`src/rtl/n_mac_ctrl.sv`:
```
// n_mac_ctrl: issue controller for a MULT_LAT-deep float multiplier array.
// It reads operand beats from the buffers under downstream credit control and
// tracks in-flight beats with a valid shift register, so it can flag the final
// output beat and signal job completion.
// Optional feature: define MCTRL_ABORT_EN to add the abort input and the
// aborted output. The default build (macro undefined) has neither port.
module n_mac_ctrl #(
  parameter int MULT_LAT = 4,
  parameter int LEN_W    = 16,
  parameter int CREDITS  = 8
) (
  input  logic             mult_clk,
  input  logic             rst_n,
  input  logic             start,
  input  logic [LEN_W-1:0] vec_len,
  input  logic             credit_ret,
`ifdef MCTRL_ABORT_EN
  input  logic             abort,
  output logic             aborted,
`endif
  output logic             rd_en,
  output logic [LEN_W-1:0] rd_addr,
  output logic             out_vld,
  output logic             out_last,
  output logic             busy,
  output logic             done
);

  // Operand read adds one cycle ahead of the multiplier lanes.
  localparam int SR_N = MULT_LAT + 1;
  localparam int CW   = $clog2(CREDITS + 1);
  localparam logic [CW-1:0]    CRED_MAX = CREDITS[CW-1:0];
  localparam logic [CW-1:0]    ONE_C    = 1;
  localparam logic [LEN_W-1:0] ONE_L    = 1;

  typedef enum logic [1:0] {
    S_IDLE  = 2'd0,
    S_ISSUE = 2'd1,
    S_DRAIN = 2'd2,
    S_DONE  = 2'd3
  } state_t;

  state_t           r_state;
  logic [LEN_W-1:0] r_len;
  logic [LEN_W-1:0] r_addr;
  logic [CW-1:0]    r_credits;
  logic [SR_N-1:0]  r_vld_sr;
  logic [SR_N-1:0]  r_last_sr;
  logic             r_done;

  logic             w_abort;
  logic             w_issue_ok;
  logic             w_last_issue;
  logic             w_pipe_empty;

`ifdef MCTRL_ABORT_EN
  logic r_abort_job;
  logic r_aborted;

  // Abort only has meaning while beats are still being issued.
  assign w_abort = abort && (r_state == S_ISSUE);
`else
  assign w_abort = 1'b0;
`endif

  // A beat is issued whenever the job is issuing and a downstream slot is free.
  assign w_issue_ok   = (r_state == S_ISSUE) && (r_credits != '0) && !w_abort;
  assign w_last_issue = w_issue_ok && (r_addr == (r_len - ONE_L));
  // Everything but the output stage clear: after this edge the pipe is empty.
  assign w_pipe_empty = (r_vld_sr[SR_N-2:0] == '0);

  // Job sequencing: accept, issue, wait for in-flight beats, then report.
  always_ff @(posedge mult_clk or negedge rst_n) begin
    if (!rst_n) begin
      r_state <= S_IDLE;
      r_addr  <= '0;
      r_done  <= 1'b0;
    end else begin
      r_done <= (r_state == S_DONE);
      case (r_state)
        S_IDLE: begin
          if (start) begin
            r_addr  <= '0;
            r_state <= (vec_len == '0) ? S_DONE : S_ISSUE;
          end
        end
        S_ISSUE: begin
          if (w_abort) begin
            r_state <= S_DRAIN;
          end else if (w_issue_ok) begin
            r_addr <= r_addr + ONE_L;
            if (w_last_issue) begin
              r_state <= S_DRAIN;
            end
          end
        end
        S_DRAIN: begin
          if (w_pipe_empty) begin
            r_state <= S_DONE;
          end
        end
        S_DONE: begin
          r_state <= S_IDLE;
        end
        default: begin
          r_state <= S_IDLE;
        end
      endcase
    end
  end

  // Job length is pure data: captured on acceptance, no reset needed.
  always_ff @(posedge mult_clk) begin
    if ((r_state == S_IDLE) && start) begin
      r_len <= vec_len;
    end
  end

  // Downstream slot accounting; a return while already full is dropped.
  always_ff @(posedge mult_clk or negedge rst_n) begin
    if (!rst_n) begin
      r_credits <= CRED_MAX;
    end else begin
      case ({w_issue_ok, credit_ret})
        2'b10:   r_credits <= r_credits - ONE_C;
        2'b01:   if (r_credits != CRED_MAX) r_credits <= r_credits + ONE_C;
        default: r_credits <= r_credits;
      endcase
    end
  end

  // In-flight tracking runs free of the FSM: every issued beat emerges.
  always_ff @(posedge mult_clk or negedge rst_n) begin
    if (!rst_n) begin
      r_vld_sr  <= '0;
      r_last_sr <= '0;
    end else begin
      r_vld_sr  <= {r_vld_sr[SR_N-2:0], w_issue_ok};
      r_last_sr <= {r_last_sr[SR_N-2:0], w_last_issue};
    end
  end

`ifdef MCTRL_ABORT_EN
  // Remember whether the current job was cut short.
  always_ff @(posedge mult_clk or negedge rst_n) begin
    if (!rst_n) begin
      r_abort_job <= 1'b0;
    end else if ((r_state == S_IDLE) && start) begin
      r_abort_job <= 1'b0;
    end else if (w_abort) begin
      r_abort_job <= 1'b1;
    end
  end

  // aborted is reported in the same cycle as the done pulse.
  always_ff @(posedge mult_clk or negedge rst_n) begin
    if (!rst_n) begin
      r_aborted <= 1'b0;
    end else begin
      r_aborted <= (r_state == S_DONE) && r_abort_job;
    end
  end

  assign aborted = r_aborted;
`endif

  assign rd_en    = w_issue_ok;
  assign rd_addr  = r_addr;
  assign out_vld  = r_vld_sr[SR_N-1];
  assign out_last = r_last_sr[SR_N-1];
  assign busy     = (r_state != S_IDLE);
  assign done     = r_done;

endmodule
```
`config.mk`:
```
export PLATFORM = sky130hd
export DESIGN_NAME = n_mac_ctrl
export DESIGN_NICKNAME = d
export VERILOG_FILES = /design/src/rtl/n_mac_ctrl.sv
export SDC_FILE = /design/constraint.sdc
export NUM_CORES = 1
export LEC_CHECK = 0
export CELL_PAD_IN_SITES_DETAIL_PLACEMENT = 0
export CELL_PAD_IN_SITES_GLOBAL_PLACEMENT = 1
export CORE_ASPECT_RATIO = 2
export CORE_UTILIZATION = 39
export CTS_BUF_LIST = sky130_fd_sc_hd__clkbuf_4 sky130_fd_sc_hd__clkbuf_8
export CTS_CLUSTER_DIAMETER = 50
export DETAILED_ROUTE_END_ITERATION = 6
export PLACE_DENSITY_LB_ADDON = 0.1
export SYNTH_ARGS = -nofsm -noshare
export SYNTH_HDL_FRONTEND = slang
export SYNTH_SLANG_ARGS = --single-unit
```
`constraint.sdc`:
```
create_clock -name mult_clk -period 2.1 [get_ports mult_clk]
set_input_delay 0.63 -clock mult_clk [delete_from_list [all_inputs] [get_ports mult_clk]]
set_output_delay 0.63 -clock mult_clk [all_outputs]
set_load 0.02 [all_outputs]
```
[Word level (Yosys, flattened, before mapping)]
Cells that the tools add are included.
Word-level totals
  word-level logic and storage cells: 47
  bits of input ports: 20
  register bits after elaboration: 49
  output and inout bits: 21
Operators by class
  eq/ne operators: 12
  add/sub/neg operators: 4
  muxes and demuxes: 11
  reductions and logical operators: 13
Operators by type and width (number)
  $mux W16: 2
  $pmux W16 S2: 1
  $add A16 B1 Y16 const B: 1
  $eq A16 B16 Y1: 1
  $logic_not A16 Y1: 1
  $sub A16 B1 Y16 const B: 1
  $mux W2: 5
  $ne A2 B2 Y1 const B: 5
  $pmux W2 S4: 1
  $pmux W4 S2: 1
  $eq A2 B2 Y1 const B: 3
  $reduce_bool A2 Y1: 3
  $add A4 B1 Y4 const B: 1
  $eq A2 B1 Y1 const B: 2
  $logic_not A4 Y1: 1
  $mux W4: 1
  $ne A4 B4 Y1 const B: 1
  $reduce_and A4 Y1: 1
  $reduce_bool A4 Y1: 1
  $sub A4 B1 Y4 const B: 1
  $logic_and A1 B1 Y1: 3
  $reduce_and A3 Y1: 1
  $logic_not A2 Y1: 1
  $reduce_and A2 Y1: 1

[Depth between registers and ports, before layout]
Gate-level depths: netlist (run 1).
  depth after elaboration: 6
  mapped depth: 10
  mapped depth without buffers: 10

[Worst setup path after synthesis (run 1)]
No wires, ideal clock.
  kind: register -> register
  start: reg r_len[0]
  end: reg r_state[0]
  slack: -202 ps
  library setup time: 79 ps
  period minus slack after synthesis: 2302 ps
  cell stages (with the launch flop): 10
  path buffers: 0
  data arrival time: 2223 ps
  data required time: 2021 ps
  cells stage by stage: edfxtp_1 > inv_1 > ha_1 > or4b_4 > nor3b_2 > xnor2_1 > nor4_2 > nand4_1 > o22ai_2 > mux2i_1
Between the ends
  cells in the longest elaborated chain, start to end: 5
Ends and longest elaborated chain
  from (decl): line 44  | logic [LEN_W-1:0] r_len;
  from (signal assigned): line 115  | r_len <= vec_len;
  $sub A16 B1 Y16: line 68  | assign w_last_issue = w_issue_ok && (r_addr == (r_len - ONE_L));
  $eq A16 B16 Y1: line 68
  $logic_and A1 B1 Y1: line 68
  $ne A2 B2 Y1 (no line)
  $reduce_and A4 Y1 (no line)
  to (signal assigned): line 84  | r_state <= (vec_len == '0) ? S_DONE : S_ISSUE;
  to (decl): line 43  | state_t r_state;
Every way passes these cells.
A chain may end at the register's enable or synchronous reset.

[Worst setup path in the final report (run 1)]
  start: reg r_len[1]
  end: reg r_state[0]
The elaborated chain is that of the path after synthesis.

==> results by group, run 1 <==
Placed design
  • Pre-CTS setup slack: -0.4346 ns
  • I/O Buffers: 40
  • Final Wtd Congestion: between 0.8 and 0.9
  • Total placed cells including tap cells: slightly above 400
  • DP HPWL: just over 5 mm

Critical path
  • Crit path DAT: about 2.6 ns
  • Crit Reg-Reg Startpoint: r_len[1]
  • CP Launch Type: flop
  • WS Path Type: flop to flop
  • CP Data Required Time: approximately 2.3 ns
  • Worst path cell trace: inv_2, ha_4, nor4b_1, buf_4, nand4_1, xnor2_1, nor4_2, buf_4, nand4_1, o22ai_2, mux2i_1
  • Worst Setup SP: r_len[1]
  • Setup crit end kind: flop
  • Crit Path Max Fanout: 3
  • Slowest CP cell: edfxtp_1
  • CP max stage delay: ~0.41 ns

Drt
  • ANT nets after route: 0
  • DR vias/cell: 5.125
  • DRC Markers: 0
  • Via count: 2209
  • Routed WL: around 6.7 mm
  • First-pass iteration count of the detailed router: 4
  • Drt wl/cell: about 16 µm
  • Initial DRC Count: around 90

Floorplan
  • Die width: 59.82 µm
  • # IOs: between 40 and 50
  • Row count: 41
  • Die Ht: 117.6 µm
  • Initial Utilization: 0.4099
  • Die area: between 7000 and 8000 µm²
  • Core ar.: roughly 6400 µm²

Status
  • Failing checks: setup timing
  • Status: finished, violations left

Clock tree
  • CTS buffer count: 5
  • Worst-Skew Late Latency: roughly 0.31 ns
  • Root Buffer: clkbuf_8
  • Clock transition at the registers of the reported paths: 0.09 ns
  • Max H-tree Level: 2
  • Hold buffer count at CTS: 0
  • Clock sink count: 49
  • Clk buf depth: 2
  • CTS tree: yes

Synthesis
  • Synth cell types: between 40 and 50
  • Sequential share of the synthesized area: 0.5014
  • Ys flop type: dfrtp_1
  • Asr flop ratio synth: 0.6735
  • Top cells by area, synth: dfrtp_1 (31%), edfxtp_1 (18%), xor2_1 (6.4%)
  • Syn Nets: around 270
  • Synth Instances: around 240
  • Share of the synthesized area in the top cell type: 0.3071
  • Synthesized area per cell: ~11 µm²
  • Area leader, netlist: dfrtp_1
  • Number of enable flip-flop cells after synthesis: 16
  • Synth Register Bits: around 50
  • YS warnings: 0
  • Synth Cell Area: ~2600 µm²

Layout
  • Area growth, synth to finish: 45.97%
  • Post-layout util: 0.5983
  • Share of layout cells above drive strength 1: 0.2870
  • Diode count: 0
  • Nets: 374
  • Register area: approximately 1300 µm²
  • Filler cells: 622
  • Area of the multi-input gates: 1353 µm²
  • Commonest non-fill, non-tap cell in the layout: buf_4
  • Finished Layout Cells: roughly 430
  • Most frequent cells in the layout: buf_4 (54), clkdlybuf4s50_1 (31), dfrtp_1 (30)

STA
  • Clock Skew: around 0.011 ns
  • Max Slew Vio Count: 0
  • Period utilization: 1.115
  • Worst-Margin Slew: roughly 0.45 ns
  • Setup-failing EPs final: 7
  • Max Clock Freq: around 430 MHz
  • Hold Violations, Final: 0
  • Worst hold slack: 0.3544 ns
  • Fin crit period: ~2.3 ns
  • Max-Slew Margin vs Limit: 0.6973
  • Fin worst setup slack: -0.2417 ns
  • Unrepaired setup endpoints after global routing: true

Global routing
  • Met2 Use GR: 0.4021
  • Layer with the highest usage: met2
  • M3 GR Usage: 0.02418
  • Initial antenna violation count: 0
  • Total grt overflow: 0
  • First-pass GRT wire length: between 10 and 15 mm
  • Number of global-route vias before repair: 2271
  • Overall global routing resource usage: 0.2090
  • Met1 Track Usage GR: 0.2075
  • Largest net degree at the start of global routing: 29

Hold path
  • Hold WC Path Type: flop to flop
  • Worst Hold Launch: r_last_sr[0]

Pwr
  • Peak supply drop: 0.0006897 V
  • PwrDens: roughly 1100 nW/µm²
  • P_leak: 1.652 nW

Job
  • Max cap viols: 0
## report_power, final
part           total [mW]  internal (mW)  switching, mW
Sequential           1.38           1.22          0.158
Combinational        2.00           1.06          0.945
Clock               0.676          0.357          0.319
Total                4.06           2.64           1.42
## cell families (layout without fill, tap and decap cells)
logic type                 count (synthesis)  after routing  synth area share
muxes                                      4              4           0.01584
and+or+nand+nor                           96             96            0.2054
AOI/OAI and AO/OA                         32             32           0.07870
adders and majority gates                 10             10           0.05086
buffers and inverters                     16            117           0.02351
xor gates and xnor gates                  37             37            0.1243
DFF                                       49             49            0.5014
## Yosys cell counts (all sizes together), types with 3 or more instances
library cell and number:
o21ai 11, or3 4, dfrtp 32, nor2 23, nand4 11, and3 3, nand2 13, nor4b 3
nand3b 3, edfxtp 16, clkbuf 6, a21oi 10, inv 9, nand3 10, nor3 7, xor2 19
xnor2 18, nand2b 3, ha 9, mux2i 3, nor4 8
## state kept, by name, indices dropped and copies added, names as in the netlist
signal     flops
done           1
r_last_sr      5
r_len         16
rd_addr       16
r_vld_sr       5
r_state        2
r_credits      4
## layer usage
metal | vias to the layer above | part of all wire | routed length, µm
met2 | 34 | 0.61 | 4104
li1 | 1069 | - | -
met4 | 0 | 0.026 | 178
met3 | 12 | 0.017 | 115
met1 | 1094 | 0.35 | 2343
met5 | - | 0 | 0
## metrics by stage
step / TNS (ns) / total power [mW] / cell area, µm²
CTS: -0.6926 / 3.950 / 3696
floorplan: -0.4011 / 2.329 / 2628
detailed placement: -3.868 / 3.174 / 3503
global route: -1.718 / 4.324 / 3806
finish: -0.6230 / 4.057 / 3806
global placement: -3.475 / 3.152 / 3503
## repair_timing
action	4_1_cts	5_1_grt
buffers inserted	7	2
pin swaps	16	21
resized for setup	20	24
endpoints found under the setup margin	18	16
## worst max-delay path: cells and delay by family (launching register included)
| kind | cells | cell delay (ns) |
|---|---|---|
| XOR/XNOR | 1 | 0.15 |
| AO/OA/AOI/OAI | 1 | 0.19 |
| flip-flops | 1 | 0.41 |
| adder cells (fa/ha/maj) | 1 | 0.12 |
| buffers and inverters | 3 | 0.42 |
| multiplexers | 1 | 0.21 |
| AND/OR/NAND/NOR | 4 | 0.74 |
## path summary, 6_finish.rpt
check,to,slack [ns],depth (start not counted)
max,r_state[0],-0.24,11
min,r_last_sr[1],0.35,0
max reg2reg,r_state[0],-0.24,11
min reg2reg,r_last_sr[1],0.35,0
max in group asynchronous,rd_addr[7],0.98,2
min in group asynchronous,r_credits[1],0.62,1
## final cells by class
cell class,count,share of cell area
multi-input cells,179,0.3554
flip-flops and latches,49,0.3442
repair buffers,100,0.2337
well taps,86,0.02827
clock buffers,5,0.01808
clock inverters,3,0.01151
inverters,9,0.008876
(Power assumes the default switching activity.)
==> run 2, diff against run 1 <==
Settings changed: RECOVER_POWER set to 100.
Clock period 2.1 ns to 2 ns, I/O delays scaled along.
==> results by group, run 2 (synthesized netlist as in run 1, its figures left out) <==
STA
  • Setup-failing EPs final: 13 (+6)
  • Fin crit period: 2.465 ns (+0.1236 ns)
  • Setup TNS: -2.347 ns (-1.724 ns)
  • Period utilization: 1.233 (+0.1175)
  • Max Slew Vio Count: 0 (unchanged)
  • Hold Violations, Final: 0 (unchanged)
  • Unrepaired setup endpoints after global routing: true
  • Fin worst setup slack: -0.4652 ns (-0.2236 ns)
  • Max Clock Freq: 405.6 MHz (-5.0%)
  • Clock Skew: 0.01489 ns (+0.004254 ns)
  • Worst-Margin Slew: 0.9062 ns (+0.4536 ns)
  • Max-Slew Margin vs Limit: 0.3959 (-0.3015)
  • Worst hold slack: 0.3540 ns (-0.0004410 ns)

Job
  • Max cap viols: 0 (unchanged)

Critical path
  • Crit path DAT: 2.69 ns (+0.11 ns)
  • Crit Reg-Reg Startpoint: r_len[1]
  • CP Launch Type: flop
  • CP max stage delay: 0.49 ns (+0.08 ns)
  • Crit Path Max Fanout: 4 (+1)
  • Slowest CP cell: or4b_4
  • Worst path cell trace: inv_2, ha_4, or4b_4, nor3b_2, xnor2_1, nor4_2, nand4_1, o22ai_2, mux2i_1
  • Setup crit end kind: flop
  • Worst Setup SP: r_len[1]
  • WS Path Type: flop to flop
  • CP Data Required Time: 2.23 ns (-0.11 ns)

Global routing
  • Initial antenna violation count: 0 (unchanged)
  • Largest net degree at the start of global routing: 34 (+17%)
  • Number of global-route vias before repair: 2364 (+4.1%)
  • First-pass GRT wire length: 10.86 mm (+0.44%)
  • Total grt overflow: 0 (unchanged)
  • Overall global routing resource usage: 0.2135 (+0.004486)

Pwr
  • Clock share of power: 0.150 (-0.017)
  • Peak supply drop: 0.0008803 V (+28%)
  • Reg power frac: 0.353 (+0.014)
  • Sw frac: 0.3706 (+0.02017)
  • Pint: 2.572 mW (-2.4%)
  • Comb power frac: 0.497 (+0.003)
  • P_leak: 1.628 nW (-1.5%)
  • Switching Power: 1.514 mW (+6.5%)
  • PwrDens: 1096 nW/µm² (+2.8%)

Hold path
  • Worst Hold Launch: r_last_sr[1]
  • Hold WC Path Type: flop to flop

Drt
  • Initial DRC Count: 60 (-35%)
  • Routed WL: 6.934 mm (+2.8%)
  • DR vias/cell: 5.023 (-2.0%)
  • Drt wl/cell: 15.94 µm (+1.9%)
  • Routed wl met3: 128 µm (+11%)
  • First-pass iteration count of the detailed router: 4 (unchanged)
  • Via count: 2185 (-1.1%)
  • ANT nets after route: 0 (unchanged)
  • Uppermost layer routed: met4
  • Met2 Wirelength: 4.274 mm (+4.1%)
  • M1 wire length: 2.306 mm (-1.6%)
  • DRC Markers: 0 (unchanged)

Clock tree
  • Clk buf depth: 2 (unchanged)
  • Clock sink count: 49 (unchanged)
  • CTS buffer count: 5 (unchanged)
  • Worst-Skew Late Latency: 0.32 ns (about the same)
  • Max H-tree Level: 2 (unchanged)
  • CTS tree: yes
  • Clock transition at the registers of the reported paths: 0.09 ns (about the same)
  • Hold buffer count at CTS: 0 (unchanged)
  • Root Buffer: clkbuf_8

Floorplan
  • Initial Utilization: 0.4099 (unchanged)
  • Die width: 59.82 µm (unchanged)
  • Row count: 41 (unchanged)
  • Core ar.: 6361 µm² (unchanged)
  • Die area: 7037 µm² (unchanged)
  • # IOs: 41 (unchanged)
  • Die Ht: 117.6 µm (unchanged)

Layout
  • Most frequent cells in the layout: buf_4 (49), dfrtp_1 (32), nor2_1 (22)
  • Diode count: 0 (unchanged)
  • Commonest non-fill, non-tap cell in the layout: buf_4
  • Share of layout cells above drive strength 1: 0.2808 (-0.006154)
  • Area growth, synth to finish: 43.04%
  • Nets: 378 (+1.1%)

Placed design
  • Final Wtd Congestion: 0.8310 (-1.8%)
  • I/O Buffers: 40 (unchanged)
  • Pre-CTS setup slack: -0.6039 ns (-0.1693 ns)
  • DP HPWL: 5.362 mm (+3.2%)

Status
  • Failing checks: setup timing
  • Status: finished, violations left
## run 2: stage by stage
| stage | instance area (µm²) | util | power [mW] | cells |
|---|---|---|---|---|
| floorplan | 2633 | - | 2.453 | 244 |
| global placement | 3538 | 0.5563 | 3.396 | 418 |
| detailed placement | 3538 | 0.5563 | 3.420 | 418 |
| CTS | 3682 | 0.5789 | 4.095 | 434 |
| global route | 3730 | 0.5863 | 4.345 | 435 |
| finish | 3730 | 0.5863 | 4.087 | 435 |
## run 2: timing repair
| action | CTS | global route |
|---|---|---|
| buffers inserted | 8 | 1 |
| pin swaps | 4 | 20 |
| setup endpoints to repair | 27 | 16 |
| resized for setup | 26 | 27 |
## run 2: worst max-delay path, delay by kind of cell, from the launching register on
| family | cells | cell delay [ns] |
|---|---|---|
| AOI/OAI and AO/OA | 1 | 0.22 |
| and+or+nand+nor | 4 | 1.17 |
| xor gates and xnor gates | 1 | 0.10 |
| muxes | 1 | 0.23 |
| buffers and inverters | 1 | 0.09 |
| DFF | 1 | 0.43 |
| adders and majority gates | 1 | 0.13 |
## run 2: path summary, 6_finish.rpt
check / slack (ns) / cells past startpoint / end
setup / recovery: -0.47 / 9 / r_state[1]
hold / removal: 0.35 / 0 / r_last_sr[2]
setup reg to reg: -0.47 / 9 / r_state[1]
hold reg to reg: 0.35 / 0 / r_last_sr[2]
max in group asynchronous: 0.48 / 2 / rd_addr[2]
min in group asynchronous: 0.95 / 2 / rd_addr[1]
## run 2: power by group through the flow
| stage | clock (mW) | combinational, mW | sequential (mW) |
|---|---|---|---|
| 6_report | 0.614 | 2.03 | 1.44 |
| 2_1_floorplan | 0 | 0.932 | 1.52 |
| 4_1_cts | 0.627 | 2.02 | 1.45 |
| 5_1_grt | 0.661 | 2.22 | 1.47 |
| 3_5_place_dp | 0 | 1.95 | 1.47 |
| 3_3_place_gp | 0 | 1.93 | 1.46 |
## run 2: area by class of cell
type,count,area [µm²]
clock buffer,7,83.83
clock inverter,1,6.256
fill,611,2631
inverter,9,33.78
multi-input combinational,179,1355
sequential,49,1308
tap,86,107.6
timing repair buffer,104,835.8
## run 2: per-layer routing
layer | global-route usage | vias up
met5 | 0 | -
met2 | 0.4333 | 29
met1 | 0.1794 | 1065
met3 | 0.03297 | 12
met4 | 0.09884 | 0
li1 | - | 1079
